$ cat config.mk
export PLATFORM = sky130hd
export DESIGN_NAME = update_knn4_mul_arb
export DESIGN_NICKNAME = d
export VERILOG_FILES = /design/src/rtl/update_knn4_mul_arb.sv
export SDC_FILE = /design/constraint.sdc
export NUM_CORES = 1
export LEC_CHECK = 0
export CAP_MARGIN = 15
export CORE_MARGIN = 1
export CORE_UTILIZATION = 29
export CTS_BUF_LIST = sky130_fd_sc_hd__clkbuf_8
export DETAILED_ROUTE_END_ITERATION = 6
export PLACE_DENSITY = 0.87
export SLEW_MARGIN = 0
export SYNTH_ARGS = -nofsm -noshare
export SYNTH_HDL_FRONTEND = slang
export SYNTH_SLANG_ARGS = --single-unit
$ cat constraint.sdc
create_clock -name clk -period 3 [get_ports clk]
set_input_delay 0.3 -clock clk [delete_from_list [all_inputs] [get_ports clk]]
set_output_delay 0.3 -clock clk [all_outputs]
set_load 0.005 [all_outputs]
$ cat src/rtl/update_knn4_mul_arb.sv
// update_knn4_mul_arb
// Round-robin arbiter sharing one pipelined unsigned multiplier among several
// requesters. A shadow valid/tag pipeline follows each operation through the
// multiplier so the product can be returned tagged with its requester ID.
// The whole pipe, multiplier included, freezes while the response is held off.
module update_knn4_mul_arb #(
  parameter int NUM_REQ     = 4,
  parameter int ID_WIDTH    = 2,
  parameter int A_WIDTH     = 17,
  parameter int B_WIDTH     = 15,
  parameter int P_WIDTH     = 32,
  parameter int MUL_LATENCY = 2
) (
  input  logic                        clk,
  input  logic                        reset,
  input  logic [NUM_REQ-1:0]          req_valid,
  output logic [NUM_REQ-1:0]          req_ready,
  input  logic [NUM_REQ*A_WIDTH-1:0]  req_a,
  input  logic [NUM_REQ*B_WIDTH-1:0]  req_b,
  output logic                        mul_ce,
  output logic [A_WIDTH-1:0]          mul_din0,
  output logic [B_WIDTH-1:0]          mul_din1,
  input  logic [P_WIDTH-1:0]          mul_dout,
  output logic                        rsp_valid,
  input  logic                        rsp_ready,
  output logic [ID_WIDTH-1:0]         rsp_id,
  output logic [P_WIDTH-1:0]          rsp_data,
  output logic                        busy,
  output logic [15:0]                 issue_cnt
);

  // Requester index following 'idx', wrapping at NUM_REQ (which need not be
  // a power of two, so a plain ID_WIDTH-bit increment is not enough).
  function automatic logic [ID_WIDTH-1:0] nextId(input logic [ID_WIDTH-1:0] idx);
    logic [ID_WIDTH:0] sum;
    sum = {1'b0, idx} + {{ID_WIDTH{1'b0}}, 1'b1};
    if (sum >= (ID_WIDTH+1)'(NUM_REQ)) begin
      sum = '0;
    end
    return sum[ID_WIDTH-1:0];
  endfunction

  logic [ID_WIDTH-1:0] rrPtr_q;
  logic [ID_WIDTH-1:0] rrPtr_d;
  logic [15:0]         issueCnt_q;
  logic [15:0]         issueCnt_d;
  logic [MUL_LATENCY-1:0] vld_q;
  logic [ID_WIDTH-1:0]    tag_q [MUL_LATENCY];

  logic                stall;
  logic [NUM_REQ-1:0]  gnt;
  logic [ID_WIDTH-1:0] gntId;
  logic                gntAny;
  logic                accept;

  // Backpressure: a response that cannot leave freezes the multiplier and
  // every shadow stage, so nothing in flight is overwritten.
  always_comb begin
    stall  = vld_q[MUL_LATENCY-1] & ~rsp_ready;
    mul_ce = ~stall;
  end

  // Round-robin search starting at rrPtr_q; the first valid requester wins.
  always_comb begin
    logic [ID_WIDTH-1:0] idx;
    gnt    = '0;
    gntId  = '0;
    gntAny = 1'b0;
    idx    = rrPtr_q;
    for (int k = 0; k < NUM_REQ; k++) begin
      if (!gntAny && req_valid[idx]) begin
        gntAny     = 1'b1;
        gntId      = idx;
        gnt[idx]   = 1'b1;
      end
      idx = nextId(idx);
    end
  end

  // Grant is only honoured when the pipe is moving; a request can only be
  // accepted on a cycle where its operands are actually captured.
  always_comb begin
    req_ready = mul_ce ? gnt : '0;
    accept    = |(req_ready & req_valid);
  end

  // Steer the granted requester's operands to the multiplier; idle inputs
  // are forced to zero so the multiplier sees a quiet bus.
  always_comb begin
    mul_din0 = '0;
    mul_din1 = '0;
    if (gntAny) begin
      mul_din0 = req_a[gntId*A_WIDTH +: A_WIDTH];
      mul_din1 = req_b[gntId*B_WIDTH +: B_WIDTH];
    end
  end

  // Next pointer and counter: the pointer moves just past the winner so the
  // winner becomes lowest priority next time; the counter simply wraps.
  always_comb begin
    rrPtr_d    = rrPtr_q;
    issueCnt_d = issueCnt_q;
    if (accept) begin
      rrPtr_d    = nextId(gntId);
      issueCnt_d = issueCnt_q + 16'd1;
    end
  end

  // Arbitration pointer and accepted-request counter.
  always_ff @(posedge clk or posedge reset) begin
    if (reset) begin
      rrPtr_q    <= '0;
      issueCnt_q <= '0;
    end else begin
      rrPtr_q    <= rrPtr_d;
      issueCnt_q <= issueCnt_d;
    end
  end

  // Shadow pipeline mirroring the multiplier's stages; it advances on the
  // same enable so each tag lines up with its product at the output.
  always_ff @(posedge clk or posedge reset) begin
    if (reset) begin
      vld_q <= '0;
      for (int k = 0; k < MUL_LATENCY; k++) begin
        tag_q[k] <= '0;
      end
    end else if (mul_ce) begin
      vld_q[0] <= accept;
      tag_q[0] <= gntId;
      for (int k = 1; k < MUL_LATENCY; k++) begin
        vld_q[k] <= vld_q[k-1];
        tag_q[k] <= tag_q[k-1];
      end
    end
  end

  // Response side is the last shadow stage plus the raw multiplier output.
  always_comb begin
    rsp_valid = vld_q[MUL_LATENCY-1];
    rsp_id    = tag_q[MUL_LATENCY-1];
    rsp_data  = mul_dout;
    busy      = |vld_q;
    issue_cnt = issueCnt_q;
  end

endmodule

Word level (Yosys, flattened, before mapping)
Cells that the tools add are included.

Multiplexer cells: 35. Equality and inequality tests: 0. Add/sub/neg operators: 5. $mul: 2. Order comparisons: 12. Divide/modulo/power cells: 0. Reduce and logical (&&, ||, !) cells: 12. Bitwise logic cells: 7. Shift-type cells: 2.

Operator list (count): indexed part select 68 x 8 -> 17 bit (1); indexed part select 60 x 7 -> 15 bit (1); 2-to-1 mux 4 bit (5); 2-to-1 mux 17 bit (1); adder 16 x 1 -> 16 bit, second input constant (1); 2-to-1 mux 2 bit (8); 2-to-1 mux 15 bit (1); adder 2 x 1 -> 3 bit, second input constant (4); >= comparator 3 bit, second input constant (4); less-than comparator 2 x 3 -> 1 bit, second input constant (4); 2-to-1 mux 1 bit (12); bitwise OR 4 bit (3); binary-select mux 1 bit (select 2 bit) (4); demux 1 bit (select 2 bit) (4); >= comparator 2 x 1 -> 1 bit, second input constant (4); logical AND 1 bit (7); multiplier 2 x 5 -> 7 bit, second input constant (1); multiplier 2 x 4 -> 6 bit, second input constant (1); bitwise AND 4 bit (1); OR reduction 4 bit (1); logical NOT 1 bit (3); inverter 1 bit (2); OR reduction 2 bit (1); bitwise AND 1 bit (1).

Bits in writable memories: 0. Word-level logic and storage cells: 80. Bits in latches: 0. Memory bits (read-only): 0. Memories: 0. Register bits after elaboration: 24. Input port bits: 167. Output and inout bits: 89.

Logic depth before layout (Yosys ltp)
Gate-level depths: netlist of the first run.

Word-level depth: 18. Mapped depth: 18. Mapped depth without buffers: 12.

Least setup slack after synthesis of the first run
OpenSTA, ideal clock, no wires.

Path kind: register to output. Start point: reg rrPtr_q[0]. End point: out mul_din0[10]. Arrival time: 2.899 ns. Path buffers: 5. Required time: 2.700 ns. Slack: -0.199 ns. Cell stages (with the launch flop): 16. Path through: dfrtp_1 -> buf_6 -> inv_1 -> ha_1 -> buf_2 -> mux2_2 -> nor3_1 -> nor2_1 -> a211oi_1 -> a21oi_1 -> a31o_1 -> clkbuf_1 -> buf_4 -> buf_6 -> mux2i_1 -> o22ai_1.

Cells in the longest elaborated chain, start to end: 16. Elaborated cells between the ends (all ways): 34. Those cells by class: 3 x add/sub; 1 x mul; 3 x order compare; 1 x shift; 20 x mux; 6 x reduce/logical.

RTL lines: start: declaration (line 43) `logic [ID_WIDTH-1:0] rrPtr_q;`; start signal: assignment (line 115) `rrPtr_q <= rrPtr_d;`; adder 2 x 1 -> 3 bit (line 36) `sum = {1'b0, idx} + {{ID_WIDTH{1'b0}}, 1'b1};`; >= comparator 3 bit (line 37) `if (sum >= (ID_WIDTH+1)'(NUM_REQ)) begin`; 2-to-1 mux 2 bit (line 37); adder 2 x 1 -> 3 bit / binary-select mux 1 bit (select 2 bit) (equally long branches) (line 36, 71); >= comparator 3 bit / 2-to-1 mux 1 bit (equally long branches) (line 37, 71); 2-to-1 mux 2 bit / logical AND 1 bit (equally long branches) (line 37, 71); adder 2 x 1 -> 3 bit (tied with other cells) (line 36); >= comparator 3 bit (tied with other cells) (line 37); 2-to-1 mux 2 bit / logical AND 1 bit (equally long branches) (line 37, 71); binary-select mux 1 bit (select 2 bit) / 2-to-1 mux 1 bit (equally long branches) (line 71) `if (!gntAny && req_valid[idx]) begin`; 2-to-1 mux 1 bit (not written as such) / logical NOT 1 bit (equally long branches) (line 71); logical AND 1 bit (line 71); 2-to-1 mux 2 bit (line 71); multiplier 2 x 5 -> 7 bit (line 93) `mul_din0 = req_a[gntId*A_WIDTH +: A_WIDTH];`; indexed part select 68 x 8 -> 17 bit (line 93); 2-to-1 mux 17 bit (*) (line 92) `if (gntAny) begin`; end: declaration (line 21) `output logic [A_WIDTH-1:0] mul_din0,`.

Mark *: on every way between the ends. The rest lies on a longest branch, timed or not. The select of a mux whose other input is x is not followed.

Worst setup path in the final report of the first run
Start point: reg rrPtr_q[0]. End point: out mul_din1[11].

Cells in the longest elaborated chain, start to end: 16. Elaborated cells between the ends (all ways): 34. Those cells by class: 3 x add/sub; 1 x mul; 3 x order compare; 1 x shift; 20 x mux; 6 x reduce/logical.

RTL lines: adder 2 x 1 -> 3 bit (line 36); >= comparator 3 bit (line 37); 2-to-1 mux 2 bit (line 37); adder 2 x 1 -> 3 bit / binary-select mux 1 bit (select 2 bit) (equally long branches) (line 36, 71); >= comparator 3 bit / 2-to-1 mux 1 bit (equally long branches) (line 37, 71); 2-to-1 mux 2 bit / logical AND 1 bit (equally long branches) (line 37, 71); adder 2 x 1 -> 3 bit (tied with other cells) (line 36); >= comparator 3 bit (tied with other cells) (line 37); 2-to-1 mux 2 bit / logical AND 1 bit (equally long branches) (line 37, 71); binary-select mux 1 bit (select 2 bit) / 2-to-1 mux 1 bit (equally long branches) (line 71); 2-to-1 mux 1 bit (not written as such) / logical NOT 1 bit (equally long branches) (line 71); logical AND 1 bit (line 71); 2-to-1 mux 2 bit (line 71); multiplier 2 x 4 -> 6 bit (line 94) `mul_din1 = req_b[gntId*B_WIDTH +: B_WIDTH];`; indexed part select 60 x 7 -> 15 bit (line 94); 2-to-1 mux 15 bit (*) (line 92); end: declaration (line 22) `output logic [B_WIDTH-1:0] mul_din1,`.

Marks and branches as above.

==> results of run 1 <==
## timing repair
item,CTS,global route
resized for setup,182,69
setup endpoints to repair,55,53
gates cloned,2,1
pin swaps,11,20
buffers inserted,35,15
## cells in the mapped netlist (5+ instances only)
library cell | number | area [um^2]
inv_1 | 9 | 33.78
nor2_1 | 13 | 48.80
dfrtp_1 | 24 | 600.6
nor3_1 | 5 | 25.02
o21ai_0 | 9 | 45.04
and3_1 | 5 | 31.28
ha_1 | 10 | 125.1
mux2i_1 | 69 | 690.7
buf_2 | 9 | 45.04
xnor2_1 | 13 | 113.9
nand2_1 | 18 | 67.56
buf_6 | 6 | 67.56
a21oi_1 | 5 | 25.02
nand4_1 | 9 | 56.30
buf_4 | 36 | 270.3
clkbuf_1 | 8 | 30.03
o22ai_1 | 32 | 200.2
## through the flow
step	util	hold slack (ns)	setup TNS [ns]	area (um^2)	setup WS, ns
2_1_floorplan	-	0.3146	-0.06053	3148	-0.02123
3_3_place_gp	0.5635	0.4573	-12.87	5305	-0.4164
3_5_place_dp	0.5635	0.4689	-15.17	5305	-0.4722
4_1_cts	0.6227	0.4902	-10.97	5863	-0.3690
5_1_grt	0.6549	0.5095	-18.93	6166	-0.5471
6_report	0.6549	0.4903	-13.82	6166	-0.4442
## logic make-up (layout without fill, tap and decap cells)
kind of cell / Yosys count / count (layout) / synth area share
muxes: 75 / 75 / 0.2692
DFF: 24 / 24 / 0.2091
buffers and inverters: 69 / 319 / 0.1568
AOI/OAI and AO/OA: 66 / 67 / 0.1529
xor gates and xnor gates: 15 / 15 / 0.04573
and+or+nand+nor: 69 / 69 / 0.1228
adders and majority gates: 10 / 10 / 0.04355
## routing by layer
metal,global-route usage,up-vias,share of wire
li1,-,1673,-
met1,0.2423,1716,0.36
met2,0.4465,193,0.55
met3,0.04279,32,0.065
met4,0.08027,0,0.032
met5,0,-,0
## how the worst max path moves through the flow
stage	start	endpoint	slack, ns	cells past startpoint
3_5_place_dp	rrPtr_q[0]$_DFFE_PP0P_	mul_din0[16]	-0.47	12
5_1_grt	rrPtr_q[0]$_DFFE_PP0P_	mul_din1[1]	-0.55	15
6_report	rrPtr_q[0]$_DFFE_PP0P_	mul_din1[11]	-0.44	15
2_1_floorplan	rrPtr_q[0]$_DFFE_PP0P_	mul_din0[10]	-0.02	16
3_3_place_gp	rrPtr_q[0]$_DFFE_PP0P_	mul_din0[16]	-0.42	12
4_1_cts	rrPtr_q[0]$_DFFE_PP0P_	mul_din1[8]	-0.37	15
## critical path: stages (launching register included)
cell and delay (ns):
dfrtp_2 0.42, inv_6 0.05, ha_4 0.28, buf_12 0.13, mux2_4 0.35, nor3_4 0.20
nor2_2 0.07, a211oi_2 0.22, a21oi_2 0.10, a31o_4 0.25, buf_6 0.14, buf_16 0.14
buf_6 0.11, mux2i_2 0.18, o22ai_2 0.09, buf_2 0.14
## flip-flops by register name, summed over array words and instances, names as in the netlist
signal     count
rsp_id         2
rrPtr_q        2
issue_cnt     16
vld_q          2
tag_q          2
## power breakdown
| group | switching, mW | leakage (nW) | total [mW] | internal [mW] |
|---|---|---|---|---|
| logic | 3.41 | 2.38 | 8.05 | 4.64 |
| clock network | 0.105 | 0.0357 | 0.284 | 0.178 |
| registers | 0.0958 | 0.309 | 0.518 | 0.422 |
| total | 3.61 | 2.73 | 8.85 | 5.24 |
## area by class of cell
class	instances	area (um^2)	share of cell area
inverter	10	42.54	0.006899
sequential	24	601.8	0.09761
multi-input combinational	236	2431	0.3943
tap	129	161.4	0.02618
clock inverter	1	30.03	0.004870
timing repair buffer	305	2858	0.4635
clock buffer	3	41.29	0.006696
==> results.sh, run 1 <==
export IMPL_vias=3614
export IMPL_cp_max_fo=6
export IMPL_synth_nets=505
export IMPL_holdBufCountCts=0
export IMPL_die_h_um=101.5
export IMPL_hold_start="tag_q[2]$_DFFE_PP0N_"
export IMPL_reg2reg_depth=16
export IMPL_first_pass_iters=4
export IMPL_mostFrequentLayoutCells="clkdlybuf4s50_1, buf_4, mux2i_1"
export IMPL_clk_pin_slew_worst_paths_ns=0.08
export IMPL_dr_first_iter_drc_count=92
export IMPL_power_per_cell_area_nw_per_um2=1436
export IMPL_violations="setup timing"
export IMPL_synth_edf_count=0
export IMPL_min_to="rsp_id[0]$_DFFE_PP0N_"
export IMPL_arrival_ns=3.14
export IMPL_n_antenna_cell=0
export IMPL_ys_flop_type="dfrtp_1"
export IMPL_root_buffer="clkbuf_8"
export IMPL_grt_overflow_total=0
export IMPL_fin_crit_ns=3.444
export IMPL_finalHoldViolations=0
export IMPL_nNetsFinal=757
export IMPL_max_freq_mhz=290.3
export IMPL_drv_cap=0
export IMPL_setup_violations=53
export IMPL_core_area_um2=9415
export IMPL_power_mw=8.854
export IMPL_grt_max_degree=25
export IMPL_grt_pass1_wl_mm=18.42
export IMPL_gp_congestion=0.9034
export IMPL_setup_slack_ns=-0.4442
export IMPL_grt_total_usage=0.2289
export IMPL_post_synth_cell_area_avg_um2=8.758
export IMPL_min_path_type="reg -> reg"
export IMPL_outcome="finished with violations"
export IMPL_final_common_cell="clkdlybuf4s50_1"
export IMPL_drive_above_1_share=0.4266
export IMPL_grt_pass1_vias=3739
export IMPL_die_area_um2=10310
export IMPL_max_slew_margin=0.4035
export IMPL_routed_via_density=5.105
export IMPL_holdPathStages=2
export IMPL_clock_sinks=24
export IMPL_syn_area_um2=2873
export IMPL_wl_per_cell_um=18.65
export IMPL_r2r_start="rrPtr_q[0]$_DFFE_PP0P_"
export IMPL_num_fill_cells=729
export IMPL_synthArstFlopShare=1.000
export IMPL_drc=0
export IMPL_die_w_um=101.5
export IMPL_wirelength_mm=13.20
export IMPL_critPathLaunchType="flop"
export IMPL_worst_slew_pin_slew_ns=0.8937
export IMPL_worstReg2RegEnd="issue_cnt[8]$_DFFE_PP0P_"
export IMPL_clock_latency_ns=0.27
export IMPL_synth_distinct_cells=50
export IMPL_syn_inst=328
export IMPL_maxSlewViolCount=0
export IMPL_yosysSeqAreaShare=0.2091
export IMPL_final_cells=708
export IMPL_start_util=0.3051
export IMPL_clockBufferDepth=2
export IMPL_skew_ns=0.005409
export IMPL_rows=35
export IMPL_numCtsBuffers=3
export IMPL_io_pins=256
export IMPL_peakVddDrop_v=0.0007571
export IMPL_rrSetupSlack_ns=-0.20
export IMPL_fin_crit_sh=1.148
export IMPL_critPathCaptureType="primary output"
export IMPL_port_buffers=191
export IMPL_ant_nets=0
export IMPL_hpwl_mm=8.961
export IMPL_rsz0062_at_grt="true"
export IMPL_yosysWarnings=0
export IMPL_worstSetupPathType="reg -> out"
export IMPL_area_growth_pct=114.6
export IMPL_dp_cells=656
export IMPL_cts_tree="done"
export IMPL_required_ns=2.70
export IMPL_synth_seq_cells=24
export IMPL_p_leak_nw=2.728
export IMPL_antenna_found_initial=0
export IMPL_htree_levels=1
(Power assumes the default switching activity.)
==> run 2, diff against run 1 <==
- PLACE_DENSITY: 0.87 -> 0.79
==> results.sh, run 2 (synthesis gave the netlist of run 1 again) <==
export IMPL_core_area_um2=9415
export IMPL_skew_ns=0.001600
export IMPL_die_area_um2=10310
export IMPL_reg2reg_depth=13
export IMPL_hold_start="tag_q[3]$_DFFE_PP0N_"
export IMPL_die_h_um=101.5
export IMPL_setup_slack_ns=-0.3489
export IMPL_drv_cap=0
export IMPL_peakVddDrop_v=0.0007671
export IMPL_n_antenna_cell=0
export IMPL_htree_levels=1
export IMPL_holdPathStages=2
export IMPL_holdBufCountCts=0
export IMPL_setup_violations=52
export IMPL_antenna_found_initial=0
export IMPL_root_buffer="clkbuf_8"
export IMPL_cp_max_fo=7
export IMPL_fin_crit_ns=3.349
export IMPL_grt_total_usage=0.2272
export IMPL_finalHoldViolations=0
export IMPL_grt_pass1_vias=3383
export IMPL_clk_pin_slew_worst_paths_ns=0.08
export IMPL_critPathLaunchType="flop"
export IMPL_gp_congestion=0.8939
export IMPL_design_area_um2=6045
export IMPL_first_pass_iters=4
export IMPL_routed_via_density=5.097
export IMPL_final_common_cell="clkdlybuf4s50_1"
export IMPL_outcome="finished with violations"
export IMPL_power_mw=8.412
export IMPL_ant_nets=0
export IMPL_grt_max_degree=25
export IMPL_fin_crit_sh=1.116
export IMPL_worstSetupPathType="reg -> out"
export IMPL_worst_slew_pin_slew_ns=0.8743
export IMPL_nNetsFinal=728
export IMPL_dr_first_iter_drc_count=106
export IMPL_critPathCaptureType="primary output"
export IMPL_clock_sinks=24
export IMPL_rrSetupSlack_ns=-0.17
export IMPL_min_path_type="reg -> reg"
export IMPL_maxSlewViolCount=0
export IMPL_wl_per_cell_um=18.96
export IMPL_hpwl_mm=9.073
export IMPL_cts_tree="done"
export IMPL_io_pins=256
export IMPL_largest_reg_flops=16
export IMPL_hold_slack_ns=0.4876
export IMPL_die_w_um=101.5
export IMPL_rows=35
export IMPL_drive_above_1_share=0.4091
export IMPL_area_growth_pct=110.4
export IMPL_grt_overflow_total=0
export IMPL_rsz0062_at_grt="true"
export IMPL_max_slew_margin=0.4165
export IMPL_r2r_start="rrPtr_q[0]$_DFFE_PP0P_"
export IMPL_max_freq_mhz=298.6
export IMPL_min_to="rsp_id[1]$_DFFE_PP0N_"
export IMPL_grt_pass1_wl_mm=18.11
export IMPL_numCtsBuffers=3
export IMPL_postPlaceCellArea_um2=5187
export IMPL_clockBufferDepth=2
export IMPL_drc=0
export IMPL_mostFrequentLayoutCells="clkdlybuf4s50_1, buf_4, mux2i_1"
export IMPL_preCtsSetupSlack_ns=-0.4177
export IMPL_required_ns=2.70
export IMPL_p_leak_nw=2.623
export IMPL_port_buffers=191
export IMPL_arrival_ns=3.05
export IMPL_clock_latency_ns=0.26
export IMPL_wirelength_mm=12.88
export IMPL_vias=3461
export IMPL_worstReg2RegEnd="issue_cnt[1]$_DFFE_PP0P_"
export IMPL_violations="setup timing"
export IMPL_final_core_util=0.6420
export IMPL_power_per_cell_area_nw_per_um2=1392
export IMPL_start_util=0.3051
run 2: timing repair:
item | CTS | global route
pin swaps | 11 | 20
cloned | 5 | 3
setup buffers | 17 | 14
setup endpoints to repair | 43 | 55
gates resized for setup | 122 | 115
run 2: layout make-up:
cell class | instances | area [um^2]
fill | 745 | 3371
timing repair buffer | 276 | 2651
multi-input combinational | 236 | 2532
sequential | 24 | 601.8
tap | 129 | 161.4
clock buffer | 4 | 55.05
inverter | 10 | 42.54
run 2: how the worst max path moves through the flow:
| stage | startpoint | end | slack, ns |
|---|---|---|---|
| finish | rrPtr_q[0]$_DFFE_PP0P_ | mul_din1[8] | -0.35 |
| global route | rrPtr_q[0]$_DFFE_PP0P_ | mul_din1[8] | -0.45 |
| CTS | rrPtr_q[0]$_DFFE_PP0P_ | mul_din0[1] | -0.43 |
| detailed placement | rrPtr_q[0]$_DFFE_PP0P_ | mul_din1[4] | -0.42 |
| global placement | rrPtr_q[0]$_DFFE_PP0P_ | mul_din1[0] | -0.42 |
| floorplan | rrPtr_q[0]$_DFFE_PP0P_ | mul_din0[10] | -0.02 |
run 2: worst max-delay path: stages, from the launching register on:
cell,delay (ns)
dfrtp_2,0.42
inv_6,0.04
ha_4,0.35
mux2_4,0.36
nor3_4,0.21
nor2_4,0.08
a211oi_2,0.17
a21oi_2,0.08
a31o_4,0.27
buf_8,0.15
buf_8,0.14
mux2i_2,0.15
o22ai_2,0.19
buf_2,0.15
run 2: power breakdown:
group          switching [mW]  internal [mW]
Sequential             0.0975          0.422
Combinational            3.34           4.33
Clock                  0.0998          0.117
Total                    3.54           4.87
run 2: layer usage:
metal | up-vias | global-route usage | part of all wire
met2 | 175 | 0.4012 | 0.52
li1 | 1626 | - | -
met1 | 1644 | 0.2869 | 0.40
met5 | - | 0 | 0
met4 | 0 | 0.03344 | 0.014
met3 | 16 | 0.05107 | 0.072
run 2: metrics by stage:
step	std cells	setup TNS, ns
floorplan	328	-0.06053
global placement	637	-12.49
detailed placement	637	-12.86
CTS	663	-11.82
global route	679	-16.64
finish	679	-10.23
==> run 3, diff against run 2 <==
- SKIP_LAST_GASP: not set -> 1
==> results.sh, run 3 (synthesis gave the netlist of run 1 again) <==
export IMPL_power_per_cell_area_nw_per_um2=1392
export IMPL_worst_slew_pin_slew_ns=0.8742
export IMPL_p_switching_mw=3.488
export IMPL_startpoint="rrPtr_q[0]$_DFFE_PP0P_"
export IMPL_postPlaceCellArea_um2=5187
export IMPL_grt_pass1_wl_mm=18.13
export IMPL_drv_cap=0
export IMPL_die_h_um=101.5
export IMPL_peakVddDrop_v=0.0007804
export IMPL_wl_per_cell_um=18.48
export IMPL_die_w_um=101.5
export IMPL_die_area_um2=10310
export IMPL_root_buffer="clkbuf_8"
export IMPL_htree_levels=1
export IMPL_drive_above_1_share=0.3909
export IMPL_grt_pass1_vias=3391
export IMPL_first_pass_iters=4
export IMPL_p_int_mw=4.896
export IMPL_grt_total_usage=0.2273
export IMPL_fin_crit_sh=1.116
export IMPL_holdBufCountCts=0
export IMPL_antenna_found_initial=0
export IMPL_fin_crit_ns=3.348
export IMPL_required_ns=2.70
export IMPL_routed_via_density=5.053
export IMPL_ant_nets=0
export IMPL_outcome="finished with violations"
export IMPL_p_leak_nw=2.612
export IMPL_worstPathCellList="inv_6, ha_4, mux2_4, nor3_4, nor2_4, a211oi_2, a21oi_2, a31o_4, buf_8, buf_8, mux2i_2, o22ai_2, buf_2"
export IMPL_r2r_start="rrPtr_q[0]$_DFFE_PP0P_"
export IMPL_cp_slowest_stage_delay_ns=0.42
export IMPL_power_mw=8.384
export IMPL_sw_frac_of_total=0.4160
export IMPL_finalHoldViolations=0
export IMPL_vias=3431
export IMPL_p_seq_frac=0.062
export IMPL_critPathCaptureType="primary output"
export IMPL_clockBufferDepth=2
export IMPL_hpwl_mm=9.073
export IMPL_max_freq_mhz=298.6
export IMPL_critPathSlowestCell="dfrtp_2"
export IMPL_mostFrequentLayoutCells="clkdlybuf4s50_1, buf_4, mux2i_1"
export IMPL_maxSlewViolCount=0
export IMPL_dr_first_iter_drc_count=81
export IMPL_pwr_share_comb=0.912
export IMPL_clk_pin_slew_worst_paths_ns=0.08
export IMPL_critPathLaunchType="flop"
export IMPL_grt_overflow_total=0
export IMPL_gp_congestion=0.8939
export IMPL_start_util=0.3051
export IMPL_clkPwrFrac=0.026
export IMPL_area_growth_pct=109.7
export IMPL_grt_max_degree=25
export IMPL_worstSetupPathType="reg -> out"
export IMPL_preCtsSetupSlack_ns=-0.4177
export IMPL_max_slew_margin=0.4166
export IMPL_design_area_um2=6023
export IMPL_critPathMostFrequentCell="buf_8"
export IMPL_n_antenna_cell=0
export IMPL_final_common_cell="clkdlybuf4s50_1"
export IMPL_arrival_ns=3.05
export IMPL_port_buffers=191
export IMPL_nNetsFinal=728
export IMPL_setup_slack_ns=-0.3484
export IMPL_io_pins=256
export IMPL_wirelength_mm=12.55
export IMPL_cp_max_fo=7
export IMPL_rsz0062_at_grt="true"
export IMPL_cts_tree="done"
export IMPL_skew_ns=0.003928
export IMPL_hold_start="rsp_id[1]$_DFFE_PP0N_"
export IMPL_min_path_type="reg -> reg"
export IMPL_largest_reg_flops=16
export IMPL_drc=0
export IMPL_rows=35
export IMPL_setup_violations=51
export IMPL_violations="setup timing"
export IMPL_clock_latency_ns=0.27
export IMPL_clock_sinks=24
export IMPL_numCtsBuffers=3
export IMPL_core_area_um2=9415
[run 3: final timing paths]
kind / end / slack, ns / cells after the start
worst max-delay path: mul_din1[8] / -0.35 / 13
worst min-delay path: rsp_id[1]$_DFFE_PP0N_ / 0.49 / 2
worst max register to register: issue_cnt[11]$_DFFE_PP0P_ / -0.17 / 14
worst min register to register: rsp_id[1]$_DFFE_PP0N_ / 0.49 / 2
max in group asynchronous: rrPtr_q[0]$_DFFE_PP0P_ / 1.89 / 2
min in group asynchronous: vld_q[0]$_DFFE_PP0N_ / 0.52 / 2
[run 3: what timing repair did]
item                                    in CTS  in global routing
endpoints found under the setup margin      43                 55
setup buffers                               17                 14
endpoints found under the hold margin        0                  0
gates cloned                                 5                  3
pin swaps                                   10                 22
resized for setup                          111                101
[run 3: metal layers]
layer / up-vias / track usage / wire (um) / part of all wire
li1: 1624 / - / - / -
met1: 1646 / 0.2869 / 5141 / 0.41
met2: 145 / 0.4018 / 6446 / 0.51
met3: 16 / 0.05107 / 778 / 0.062
met4: 0 / 0.03344 / 183 / 0.015
met5: - / 0 / 0 / 0
[run 3: area by class of cell]
cell class	instances	area, um^2
sequential	24	601.8
timing repair buffer	276	2673
fill	737	3392
multi-input combinational	236	2490
inverter	10	42.54
tap	129	161.4
clock buffer	4	55.05
[run 3: power by group through the flow]
stage | Clock [mW] | Sequential [mW] | Combinational (mW)
detailed placement | 0 | 0.515 | 5.85
global route | 0.230 | 0.532 | 8.09
floorplan | 0 | 0.506 | 3.52
global placement | 0 | 0.510 | 5.78
finish | 0.217 | 0.518 | 7.65
CTS | 0.217 | 0.510 | 6.73
[run 3: stage by stage]
step | hold slack (ns) | setup TNS [ns] | util | cells
after floorplan | 0.3146 | -0.06053 | - | 328
after global placement | 0.4605 | -12.49 | 0.5510 | 637
after detailed placement | 0.4645 | -12.86 | 0.5510 | 637
after CTS | 0.4903 | -12.30 | 0.5981 | 663
after global routing | 0.5099 | -17.16 | 0.6397 | 679
final | 0.4873 | -10.51 | 0.6397 | 679
[run 3: critical path, delay by kind of cell, from the launching register on]
family	cells	cell delay, ns
AOI/OAI and AO/OA	4	0.71
muxes	2	0.51
DFF	1	0.42
and+or+nand+nor	2	0.30
adders and majority gates	1	0.35
buffers and inverters	4	0.48
